File: src/rtl/mxn_pkg.sv
// Shared types and constants for the registered N:1 multiplexer cells.
package mxn_pkg;

  typedef enum logic {
    RUN   = 1'b0,
    BLANK = 1'b1
  } state_t;

  localparam int CW = 8;

  // Select width for an n-input mux; never narrower than one bit.
  function automatic int sel_width(input int n);
    return (n < 2) ? 1 : $clog2(n);
  endfunction

endpackage

File: src/rtl/mxn_sel.sv
// Pure combinational N:1 multiplexer of W-bit lanes; an out-of-range select yields zero.
module mxn_sel
  import mxn_pkg::*;
#(
  parameter int W  = 1,
  parameter int N  = 3,
  parameter int SW = sel_width(N)
) (
  input  logic [N*W-1:0] i,
  input  logic [SW-1:0]  sel,
  output logic [W-1:0]   y
);

  logic [W-1:0] lanes [N];

  generate
    for (genvar gi = 0; gi < N; gi++) begin : g_lane
      assign lanes[gi] = i[gi*W +: W];
    end
  endgenerate

  always_comb begin
    y = '0;
    for (int n = 0; n < N; n++) begin
      if (sel == SW'(n)) y = lanes[n];
    end
  end

endmodule

File: src/rtl/mxn_reg.sv
// Registered N:1 mux with a valid/ready select handshake and a blanking window
// inserted on every select change.
module mxn_reg
  import mxn_pkg::*;
#(
  parameter int             W      = 1,
  parameter int             N      = 3,
  parameter int             SW     = sel_width(N),
  parameter int             SETTLE = 2,
  parameter logic [W-1:0]   IDLE   = '0
) (
  input  logic           ck,
  input  logic           rst,
  input  logic [N*W-1:0] i,
  input  logic [SW-1:0]  cmd,
  input  logic           cmd_vld,
  output logic           cmd_rdy,
  output logic [W-1:0]   q,
  output logic           q_vld,
  output logic [SW-1:0]  cur,
  output logic           err
);

  localparam logic [SW:0]   N_LIM     = (SW+1)'(N);
  localparam logic [CW-1:0] CNT_START = CW'(SETTLE - 1);

  state_t        state_reg;
  logic [CW-1:0] cnt_reg;
  logic [SW-1:0] cur_reg;
  logic [W-1:0]  q_reg;
  logic          q_vld_reg;
  logic          err_reg;

  logic          hs;
  logic          in_range;
  logic          switch_now;
  logic [SW-1:0] mux_sel;
  logic [W-1:0]  mux_y;

  assign cmd_rdy    = (state_reg == RUN) & ~rst;
  assign hs         = cmd_vld & cmd_rdy;
  assign in_range   = ({1'b0, cmd} < N_LIM);
  assign switch_now = hs & in_range;
  // With SETTLE=0 the new lane must appear on the very edge that accepts it.
  assign mux_sel    = switch_now ? cmd : cur_reg;

  mxn_sel #(
    .W  (W),
    .N  (N),
    .SW (SW)
  ) u_sel (
    .i   (i),
    .sel (mux_sel),
    .y   (mux_y)
  );

  always_ff @(posedge ck) begin
    if (rst) begin
      state_reg <= RUN;
      cnt_reg   <= '0;
      cur_reg   <= '0;
      q_reg     <= IDLE;
      q_vld_reg <= 1'b0;
      err_reg   <= 1'b0;
    end else begin
      err_reg <= 1'b0;
      case (state_reg)
        RUN: begin
          q_reg     <= mux_y;
          q_vld_reg <= 1'b1;
          if (hs) begin
            if (!in_range) begin
              err_reg <= 1'b1;
            end else if (cmd != cur_reg) begin
              cur_reg <= cmd;
              if (SETTLE > 0) begin
                cnt_reg   <= CNT_START;
                state_reg <= BLANK;
                q_reg     <= IDLE;
                q_vld_reg <= 1'b0;
              end
            end
          end
        end
        BLANK: begin
          q_reg     <= IDLE;
          q_vld_reg <= 1'b0;
          if (cnt_reg == '0) state_reg <= RUN;
          else               cnt_reg   <= cnt_reg - 1'b1;
        end
        default: state_reg <= RUN;
      endcase
    end
  end

  assign q     = q_reg;
  assign q_vld = q_vld_reg;
  assign cur   = cur_reg;
  assign err   = err_reg;

endmodule

File: config.mk
export PLATFORM = sky130hd
export DESIGN_NAME = mxn_reg
export DESIGN_NICKNAME = d
export VERILOG_FILES = /design/src/rtl/mxn_pkg.sv /design/src/rtl/mxn_sel.sv /design/src/rtl/mxn_reg.sv
export SDC_FILE = /design/constraint.sdc
export NUM_CORES = 1
export LEC_CHECK = 0
export CORE_MARGIN = 2
export CORE_UTILIZATION = 40
export DETAILED_ROUTE_END_ITERATION = 6
export PLACE_DENSITY = 0.73
export REMOVE_ABC_BUFFERS = 1
export SYNTH_ARGS = -nofsm -noshare
export SYNTH_HDL_FRONTEND = slang
export SYNTH_HIERARCHICAL = 1
export SYNTH_SLANG_ARGS = --single-unit
File: constraint.sdc
create_clock -name ck -period 3 [get_ports ck]
set_input_delay 0.45 -clock ck [delete_from_list [all_inputs] [get_ports ck]]
set_output_delay 0.45 -clock ck [all_outputs]
set_load 0.02 [all_outputs]
==> flow_summary.ini <==
[status]
status = finished clean

[clocking]
tritoncts = yes
cts_hold_buf = 0
root_buffer = clkbuf_4
cts-resized-gates = 0
ctsHtreeMaxLevel = 1
clk_pin_slew_ns = 0.07
clk_path_buf_depth = 2
cts_setup_buffers = 0
clk_latency_ns = 0.27
cts_sinks = 14
cts_buffers = 3

[power]
pwr-share-comb_pct = 17.0
peakVddDrop_mv = 0.246
seq_power_share_pct = 55.3
switching_share_pct = 24.7
power_frac_clock_pct = 27.6
power.density_mw_per_mm2 = 428
power_uw = 358
switching_power_uw = 88.3
p_int_uw = 270
p_leak_nw = 0.289

[drt]
drt-initial-drc-count = 7
remaining_drc_errors = 0
drt_pass1_iterations = 4
dr_total_vias = 554
wire_per_inst_um = 12.2
drt-vias-per-instance = 5.33
postRouteAntennaNets = 0
postRouteWirelength_um = 1270

[setup_path]
worst_setup_path_end_kind = primary output
rrSetupSlack_ns = 1.22
start_kind = input port
worstSetupPathType = in -> out
arrival_ns = 1.93
path_max_fanout = 11
crit_path_start = rst
required_ns = 2.55
worstReg2RegStart = state_reg$_SDFF_PP0_

[synthesis]
synth_area_leaders = dfxtp_1, nor2_1, a2111oi_4
ys_types = 29
synth_top_area_share_pct = 41.0
syn_area_sq_um = 683
ys_seq_elements = 14
postSynthAreaPerCell_sq_um = 9.23
seq_area_frac_synth_pct = 41.0
netlist_instances = 74
yosysWarningCount = 6
synth_top_area_cell = dfxtp_1

[floorplanning]
rows = 14
core_area_sq_mm = 0.00156
die_h_um = 45.3
die_area_sq_mm = 0.00205
fp.dieW_um = 45.3
io_pins = 14
start_util_pct = 43.8

[sta]
finalCritPeriodShare_pct = 79.3
worst_slew_pin_slew_ns = 0.636
fin_skew_ns = 0.000650
finalSetupViolations = 0
hold_viol_final = 0
slew-limit-headroom_pct = 57.0
fin_tns_setup_ns = 0
drv_slew = 0
rsz0062_at_grt = false
max_freq_mhz = 420
final.min_clock_period_ns = 2.38

[cells_and_area]
fill_cells = 157
nets = 99
antenna_cells = 0
final_cells = 104
largest_reg_flops = 8
layout-drive-gt1-share_pct = 9.09
layout_commonest_cell = dfxtp_1
area_growth_pct = 22.5
layout_common_cells = dfxtp_1, clkdlybuf4s50_1, nor2_1

[placement]
dp_cells = 101
gp_routability_congestion = 0.792
io_buffers = 13
dp_hpwl_um = 996

[global_routing]
grt-ovfl-total = 0
grt_usage_pct = 14.1
grt_pass1_vias = 504
antenna_found_initial = 0
grt_pass1_wl_um = 2060
grt_max_degree = 12

[hold_path]
worstHoldPathType = reg -> reg
worstHoldStart = cnt_reg[2]$_SDFFE_PP0P_

[job]
drv_cap = 0
-- critical path, cell delays in order --
cell and delay, ns:
clkdlybuf4s50_1 0.57, nor2_1 0.26, clkdlybuf4s50_1 0.65
-- power by group through the flow --
stage,logic (mW),registers [mW],clock network (mW)
2_1_floorplan,0.0287,0.207,0
3_3_place_gp,0.0599,0.202,0
5_1_grt,0.0663,0.199,0.114
3_5_place_dp,0.0610,0.202,0
6_report,0.0610,0.198,0.0990
4_1_cts,0.0615,0.198,0.103
-- synth_stat cells --
cell       count
or4b_4         1
or3_1          3
o31a_1         1
o41ai_1        1
nor3_1         4
nand3b_1       3
o21ai_0        2
o21ba_2        1
nand2_1        5
buf_4          1
a21oi_1        5
nor4_4         1
a31oi_1        1
ha_1           1
nor2_1        10
nor4b_1        2
o21ai_1        1
o31ai_1        1
nor2b_1        2
nand3_1        1
inv_1          4
xnor2_1        1
mux2i_1        2
nor2_2         1
dfxtp_1       14
and4_1         2
a2111oi_4      1
a211oi_1       1
buf_6          1
-- final timing paths --
| kind | end | cells past startpoint |
|---|---|---|
| setup reg to reg | cnt_reg[3]$_SDFFE_PP0P_ | 4 |
| hold / removal | cnt_reg[2]$_SDFFE_PP0P_ | 2 |
| hold reg to reg | cnt_reg[2]$_SDFFE_PP0P_ | 2 |
| setup / recovery | cmd_rdy | 3 |
-- cell type report --
cell class              instances  area, sq um  area share (%)
repair buffers                 13          130            15.5
flip-flops and latches         14          280            33.5
well taps                      16         20.0            2.39
inverters                       4         15.0            1.79
multi-input cells              54          369            44.1
clock buffers                   3         22.5            2.69
-- routing by layer --
layer | vias to the layer above | part of all wire, % | GRT usage [%]
met5 | - | 0 | 0
met4 | 0 | 0 | 3.53
met3 | 0 | 4.2 | 6.00
met2 | 10 | 47 | 22.9
met1 | 248 | 48 | 17.2
li1 | 296 | - | -
-- cell families after synthesis --
logic type / count (synthesis) / share of synthesized area (%)
adders and majority gates: 1 / 1.83
buffers and inverters: 6 / 4.94
DFF: 14 / 41.0
and+or+nand+nor: 35 / 31.0
AOI/OAI and AO/OA: 15 / 17.0
muxes: 2 / 2.93
xor gates and xnor gates: 1 / 1.28
-- through the flow --
| step | area (sq um) | util [%] | worst slack (ns) | hold slack (ns) |
|---|---|---|---|---|
| 5_1_grt | 837 | 53.7 | 0.563 | 0.531 |
| 2_1_floorplan | 664 | - | 1.35 | 0.453 |
| 6_report | 837 | 53.7 | 0.620 | 0.491 |
| 4_1_cts | 837 | 53.7 | 0.657 | 0.494 |
| 3_5_place_dp | 815 | 52.2 | 0.529 | 0.482 |
| 3_3_place_gp | 815 | 52.2 | 0.574 | 0.481 |
Note: power is estimated with default switching activity, not from simulation.
